## src/rtl/script_sequencer.sv

```systemverilog
// Purpose : fetches 16-bit script words, decodes them, dispatches action/game words over req/ack, runs jump/wait/halt itself.
// Latency : IDLE->FETCH->DECODE, then 1 cycle for a jump, 2 for nop/illegal (DECODE->NEXT->IDLE), ack- or wait-bound for ACT/GAME/WAIT.
// Backpress: act_req/game_req stay high with stable func/arg until the matching ack is sampled; a new word is only fetched from IDLE.
//
// Ports:
//   clk, res           clock, synchronous active-low reset
//   script / pc        scriptmem read data (valid one cycle after pc changes) / scriptmem address
//   step_mode, step_btn, run   single-step (edge of step_btn) or free-run control, sampled in IDLE only
//   ms_tick            one-cycle pulse per millisecond for timed waits
//   feedback           kitchen status bits used by conditional jumps and waits
//   act_req/func/arg/ack      handshake to the action unit
//   game_req/func/ack         handshake to the game-state unit
//   busy, halted, illegal     status: not IDLE/HALT, in HALT, sticky decode error
module script_sequencer #(
    parameter int PC_WIDTH   = 8,
    parameter int PC_STEP    = 2,
    parameter int FB_WIDTH   = 8,
    parameter int WAIT_WIDTH = 16
) (
    input  logic                clk,
    input  logic                res,
    input  logic [15:0]         script,
    output logic [PC_WIDTH-1:0] pc,
    input  logic                step_mode,
    input  logic                step_btn,
    input  logic                run,
    input  logic                ms_tick,
    input  logic [FB_WIDTH-1:0] feedback,
    output logic                act_req,
    output logic [1:0]          act_func,
    output logic [7:0]          act_arg,
    input  logic                act_ack,
    output logic                game_req,
    output logic [1:0]          game_func,
    input  logic                game_ack,
    output logic                busy,
    output logic                halted,
    output logic                illegal
);

    typedef enum logic [2:0] {
        S_IDLE, S_FETCH, S_DECODE, S_ACT, S_GAME, S_WAIT, S_NEXT, S_HALT
    } state_t;

    localparam logic [2:0] OP_NOP  = 3'b000;
    localparam logic [2:0] OP_ACT  = 3'b001;
    localparam logic [2:0] OP_JUMP = 3'b010;
    localparam logic [2:0] OP_WAIT = 3'b011;
    localparam logic [2:0] OP_GAME = 3'b100;
    localparam logic [2:0] OP_HALT = 3'b111;

    localparam logic [PC_WIDTH-1:0] LP_STEP = PC_WIDTH'(PC_STEP);

    state_t r_state;
    state_t w_state_nxt;

    logic [PC_WIDTH-1:0]   r_pc;
    logic                  r_step_q;
    logic [WAIT_WIDTH-1:0] r_cnt;
    logic [1:0]            r_wfunc;
    logic [2:0]            r_isign;
    logic [1:0]            r_act_func;
    logic [7:0]            r_act_arg;
    logic [1:0]            r_game_func;
    logic                  r_illegal;

    // Script word fields
    logic [7:0] w_num;
    logic [2:0] w_isign;
    logic [1:0] w_func;
    logic [2:0] w_op;
    assign w_num   = script[15:8];
    assign w_isign = script[7:5];
    assign w_func  = script[4:3];
    assign w_op    = script[2:0];

    // Feedback bit lookup; indices beyond the bus read as 0.
    function automatic logic fb_bit(input logic [2:0] idx, input logic [FB_WIDTH-1:0] fb);
        logic [7:0] v;
        v = 8'(fb);
        return (int'(idx) < FB_WIDTH) ? v[idx] : 1'b0;
    endfunction

    logic w_step_rise;
    logic w_isign_ok;
    logic w_r_isign_ok;
    logic w_jump_taken;
    logic w_illegal_dec;
    logic w_wait_done;
    logic w_wbit;

    assign w_step_rise  = step_btn & ~r_step_q;
    assign w_isign_ok   = int'(w_isign) < FB_WIDTH;
    assign w_r_isign_ok = int'(r_isign) < FB_WIDTH;
    assign w_wbit       = fb_bit(r_isign, feedback);

    always_comb begin
        w_jump_taken = 1'b0;
        case (w_func)
            2'b00:   w_jump_taken = 1'b1;
            2'b01:   w_jump_taken = w_isign_ok & fb_bit(w_isign, feedback);
            2'b10:   w_jump_taken = w_isign_ok & ~fb_bit(w_isign, feedback);
            default: w_jump_taken = 1'b0;
        endcase
    end

    // Undefined opcodes, or a feedback-conditioned jump/wait pointing past the bus.
    always_comb begin
        w_illegal_dec = 1'b0;
        if (w_op == 3'b101 || w_op == 3'b110)
            w_illegal_dec = 1'b1;
        else if (w_op == OP_JUMP && (w_func == 2'b01 || w_func == 2'b10) && !w_isign_ok)
            w_illegal_dec = 1'b1;
        else if (w_op == OP_WAIT && w_func != 2'b00 && !w_isign_ok)
            w_illegal_dec = 1'b1;
    end

    // A feedback wait on a nonexistent bit would never resolve, so it exits at once.
    always_comb begin
        w_wait_done = 1'b0;
        case (r_wfunc)
            2'b00:   w_wait_done = (r_cnt == '0);
            2'b01:   w_wait_done = ~w_r_isign_ok | w_wbit;
            2'b10:   w_wait_done = ~w_r_isign_ok | ~w_wbit;
            default: w_wait_done = ~w_r_isign_ok | (r_cnt == '0) | w_wbit;
        endcase
    end

    // State register
    always_ff @(posedge clk) begin
        if (!res)
            r_state <= S_IDLE;
        else
            r_state <= w_state_nxt;
    end

    // Next-state logic
    always_comb begin
        w_state_nxt = r_state;
        case (r_state)
            S_IDLE:   if (step_mode ? w_step_rise : run) w_state_nxt = S_FETCH;
            S_FETCH:  w_state_nxt = S_DECODE;
            S_DECODE: begin
                case (w_op)
                    OP_ACT:  w_state_nxt = S_ACT;
                    OP_GAME: w_state_nxt = S_GAME;
                    OP_WAIT: w_state_nxt = S_WAIT;
                    OP_JUMP: w_state_nxt = S_IDLE;
                    OP_HALT: w_state_nxt = S_HALT;
                    default: w_state_nxt = S_NEXT;
                endcase
            end
            S_ACT:    if (act_ack)     w_state_nxt = S_NEXT;
            S_GAME:   if (game_ack)    w_state_nxt = S_NEXT;
            S_WAIT:   if (w_wait_done) w_state_nxt = S_NEXT;
            S_NEXT:   w_state_nxt = S_IDLE;
            S_HALT:   w_state_nxt = S_HALT;
            default:  w_state_nxt = S_IDLE;
        endcase
    end

    // Output logic
    always_comb begin
        act_req   = (r_state == S_ACT);
        game_req  = (r_state == S_GAME);
        busy      = (r_state != S_IDLE) && (r_state != S_HALT);
        halted    = (r_state == S_HALT);
        pc        = r_pc;
        act_func  = r_act_func;
        act_arg   = r_act_arg;
        game_func = r_game_func;
        illegal   = r_illegal;
    end

    // Datapath registers
    always_ff @(posedge clk) begin
        // Tracks the button even in reset so a held button does not fire on release of reset.
        r_step_q <= step_btn;
        if (!res) begin
            r_pc        <= '0;
            r_cnt       <= '0;
            r_wfunc     <= '0;
            r_isign     <= '0;
            r_act_func  <= '0;
            r_act_arg   <= '0;
            r_game_func <= '0;
            r_illegal   <= 1'b0;
        end else begin
            case (r_state)
                S_DECODE: begin
                    if (w_illegal_dec)
                        r_illegal <= 1'b1;
                    case (w_op)
                        OP_ACT: begin
                            r_act_func <= w_func;
                            r_act_arg  <= w_num;
                        end
                        OP_GAME: r_game_func <= w_func;
                        OP_WAIT: begin
                            // Loaded here, so a tick coinciding with entry is not counted.
                            r_cnt   <= WAIT_WIDTH'(w_num);
                            r_wfunc <= w_func;
                            r_isign <= w_isign;
                        end
                        OP_JUMP: r_pc <= w_jump_taken ? PC_WIDTH'(w_num) : r_pc + LP_STEP;
                        default: ;
                    endcase
                end
                S_WAIT: begin
                    if (ms_tick && r_cnt != '0)
                        r_cnt <= r_cnt - WAIT_WIDTH'(1);
                end
                S_NEXT: r_pc <= r_pc + LP_STEP;
                default: ;
            endcase
        end
    end

endmodule
```

## config.mk

```make
export PLATFORM = sky130hd
export DESIGN_NAME = script_sequencer
export DESIGN_NICKNAME = d
export VERILOG_FILES = /design/src/rtl/script_sequencer.sv
export SDC_FILE = /design/constraint.sdc
export NUM_CORES = 1
export LEC_CHECK = 0
export CAP_MARGIN = 20
export CORE_UTILIZATION = 35
export CTS_CLUSTER_DIAMETER = 50
export DETAILED_ROUTE_END_ITERATION = 8
export SLEW_MARGIN = 20
export SYNTH_ARGS = -nofsm -noshare
export SYNTH_HDL_FRONTEND = slang
export SYNTH_SLANG_ARGS = --single-unit
```

## constraint.sdc

```tcl
create_clock -name clk -period 2.3 [get_ports clk]
set_clock_uncertainty 0.2 [all_clocks]
set_input_delay 0.345 -clock clk [delete_from_list [all_inputs] [get_ports clk]]
set_output_delay 0.345 -clock clk [all_outputs]
set_load 0.03 [all_outputs]
```

==> results.py <==
metrics = {
    "yosys": {
        "synth_cell_types": 54,
        "synth-xor-area-share_pct": 2.76,
        "synth_seq_cells": 46,
        "postSynthAreaPerCell_um2": 8.38,
        "muxShareOfSynthArea_pct": 15.1,
        "synth-edff-count": 0,
        "syn_nets": 338,
        "synth_compound_area_share_pct": 15.0,
        "yosysSeqAreaShare_pct": 36.3,
        "syn_inst": 303,
        "synthSimpleGateAreaFrac_pct": 25.8,
        "synth_warnings": 0,
        "synthAdderAreaFrac_pct": 1.48,
        "synth_top_family_by_area": "simple AND/OR/NAND/NOR gates",
        "syn_area_um2": 2540,
        "async_reset_ff_share_pct": 0,
        "synthFlopType": "dfxtp_1",
    },
    "clocking": {
        "numClockSinks": 46,
        "clkSlewWorstSetupHoldPaths_ns": 0.09,
        "cts_inserted_buffers": 5,
        "cts_buffer_depth": 2,
        "root_buffer": "clkbuf_8",
        "htreeDepth": 2,
        "postCtsHoldBufs": 0,
        "insertion_delay_ns": 0.30,
        "cts_tree": "done",
        "postCtsSetupBuffers": 0,
    },
    "detailed_routing": {
        "viasPerCell": 5.05,
        "drc": 0,
        "ant_nets": 0,
        "top_layer_used": "met4",
        "wire_per_inst_um": 13.4,
        "dr_total_vias": 2369,
        "drt_iter0_drc": 139,
        "wl_met2_mm": 3.04,
        "dr.pass1.iters": 4,
        "met3_length_um": 234,
        "met1_length_mm": 2.92,
        "wirelength_mm": 6.30,
    },
    "sta": {
        "max_freq_mhz": 455,
        "fin_crit_sh_pct": 95.5,
        "slew_violations": 0,
        "hold_ws_ns": 0.193,
        "setup_violations": 0,
        "slew_headroom_pct": 60.9,
        "min_period_ns": 2.20,
        "final.setup.worst_slack_ns": 0.103,
        "hold_violations": 0,
        "rsz0062_at_grt": "no",
        "tightest_slew_ns": 0.583,
        "final.setup.tns_ns": 0,
    },
    "die": {
        "die_area_um2": 7600,
        "ios": 57,
        "die_y_um": 87.2,
        "start_util_pct": 36.8,
        "dieWidth_um": 87.2,
        "rows": 30,
        "design.core.area_um2": 6910,
    },
    "pwr": {
        "p_int_uw": 1230,
        "peakVddDrop_uv": 275,
        "p_sw_share_pct": 28.2,
        "pwr-share-clk_pct": 30.3,
        "p_seq_share_pct": 49.3,
        "p_leak_uw": 0.00143,
        "powerDensity_nw_per_um2": 499,
        "p_comb_share_pct": 20.4,
        "power.switching_uw": 484,
    },
    "layout": {
        "area_growth_pct": 35.5,
        "nFillCells": 682,
        "diodes": 0,
        "drive_gt1_share_pct": 12.1,
        "final_nets": 407,
        "register_area_um2": 923,
        "final_cell_area_um2": 3440,
        "final_cell_mix": "dfxtp_1, clkdlybuf4s50_1, nor2_1",
        "fin_util_pct": 49.8,
        "multiInputGateArea_um2": 1520,
    },
    "setup_path": {
        "r2r_cells": 5,
        "endpoint_kind": "primary output",
        "timing.critical_path.fanout_max": 7,
        "crit_chain": "nor3b_1, clkdlybuf4s50_1",
        "max_stage_delay_ns": 0.70,
        "cpMaxStageDelayCell": "clkdlybuf4s50_1",
        "worstSetupStartpointType": "register",
        "r2r-end": "r_state[1]",
        "arrival_ns": 1.65,
        "rrSetupSlack_ns": 0.12,
        "reg2reg_from": "r_isign[0]",
        "required_ns": 1.75,
        "critical_path_class": "reg2out",
    },
    "grt": {
        "grt_pass1_wl_mm": 10.7,
        "grt_overflow": 0,
        "grtUsageTotal_pct": 17.8,
        "grt_antenna_before_repair": 0,
        "grt_start_max_net_pins": 21,
        "grt_pass1_vias": 2257,
    },
    "place": {
        "preCtsSetupSlack_ns": -0.407,
        "placed_area_um2": 3320,
        "dp_hpwl_mm": 4.61,
        "io_buffer_count": 56,
        "gp_congestion": 0.779,
    },
    "worst_hold_path": {
        "min_path_cells": 3,
        "whs_endpoint": "r_isign[1]",
        "holdCritStartpoint": "script[6]",
        "hold_class": "in2reg",
    },
    "outcome": {
        "status": "finished clean",
    },
    "job": {
        "drv_cap": 0,
    },
}
==> critical path: cells and delay by family, from the launching register on <==
family | cells | cell delay (ns)
AND/OR/NAND/NOR | 1 | 0.21
flip-flops | 1 | 0.45
buffers and inverters | 1 | 0.70
==> state kept, by name (all words and copies together) (netlist names) <==
signal     cells
r_isign        3
pc             8
r_wfunc        2
game_func      2
r_cnt         16
illegal        1
r_state        3
act_arg        8
r_step_q       1
act_func       2
==> through the flow <==
| step | power, uW | instances |
|---|---|---|
| final | 1720 | 469 |
| after global routing | 1800 | 469 |
| after CTS | 1740 | 469 |
| after detailed placement | 1210 | 460 |
| after global placement | 1210 | 460 |
| after floorplan | 1060 | 303 |
==> synth_stat cells (2+ instances only) <==
cell type	count	area, um^2
nand3_1	10	50.1
nand2b_1	5	31.3
mux2i_1	24	240
nor3b_1	4	30.0
or2_1	2	12.5
mux4_2	2	45.0
o2111ai_1	3	26.3
a31oi_1	2	12.5
clkbuf_1	11	41.3
nor4_1	4	25.0
a21oi_1	25	125
nor2b_1	4	25.0
dfxtp_1	46	921
ha_1	3	37.5
o21a_1	3	22.5
nand4b_1	2	17.5
buf_2	2	10.0
or4_1	4	30.0
nor3b_2	2	25.0
xor2_1	6	52.6
inv_1	4	15.0
nor2_1	42	158
a21boi_0	2	15.0
o22ai_1	2	12.5
mux4_1	2	52.6
nand4_1	3	18.8
o21ai_1	10	50.1
o21ai_0	9	45.0
nand2_1	32	120
o31ai_1	2	15.0
nor3_1	7	35.0
xnor2_1	2	17.5
==> cell families (layout without fill, tap and decap cells) <==
group | count (synthesis) | after routing
AO/OA/AOI/OAI | 65 | 65
adder cells (fa/ha/maj) | 3 | 3
XOR/XNOR | 8 | 8
flip-flops | 46 | 46
buffers and inverters | 21 | 91
multiplexers | 31 | 31
AND/OR/NAND/NOR | 129 | 129
==> final cells by class <==
cell class                      count  area share [%]
Inverter                            5           0.545
Clock buffer                        7            2.51
Sequential cell                    46            26.8
Timing Repair Buffer               78            22.2
Tap cell                           96            3.49
Multi-Input combinational cell    236            44.2
Clock inverter                      1           0.145
==> worst max-delay path by stage <==
stage | startpoint | endpoint | slack (ns) | depth (start not counted)
floorplan | script[5] | pc[3] | 0.1 | 6
global placement | script[5] | pc[3] | -0.38 | 7
detailed placement | script[5] | pc[3] | -0.41 | 7
CTS | r_state[1] | busy | 0.03 | 3
global route | r_state[2] | game_req | 0.007 | 2
finish | r_state[2] | game_req | 0.10 | 2
==> per-layer routing <==
metal	vias up	global-route usage, %
met4	0	6.26
met2	43	30.0
met3	11	3.32
met1	1100	22.9
met5	-	0
li1	1215	-
==> repair_timing <==
action,in CTS,in global routing
setup endpoints to repair,10,7
gates resized for setup,7,12
gates cloned,1,0
pin swaps,0,1
==> power groups by stage <==
stage          Combinational [uW]  Clock (uW)  Sequential, uW
6_report                      350         520             848
5_1_grt                       385         563             853
4_1_cts                       356         534             848
3_5_place_dp                  347           0             865
3_3_place_gp                  345           0             865
2_1_floorplan                 198           0             858
(Power assumes the default switching activity.)
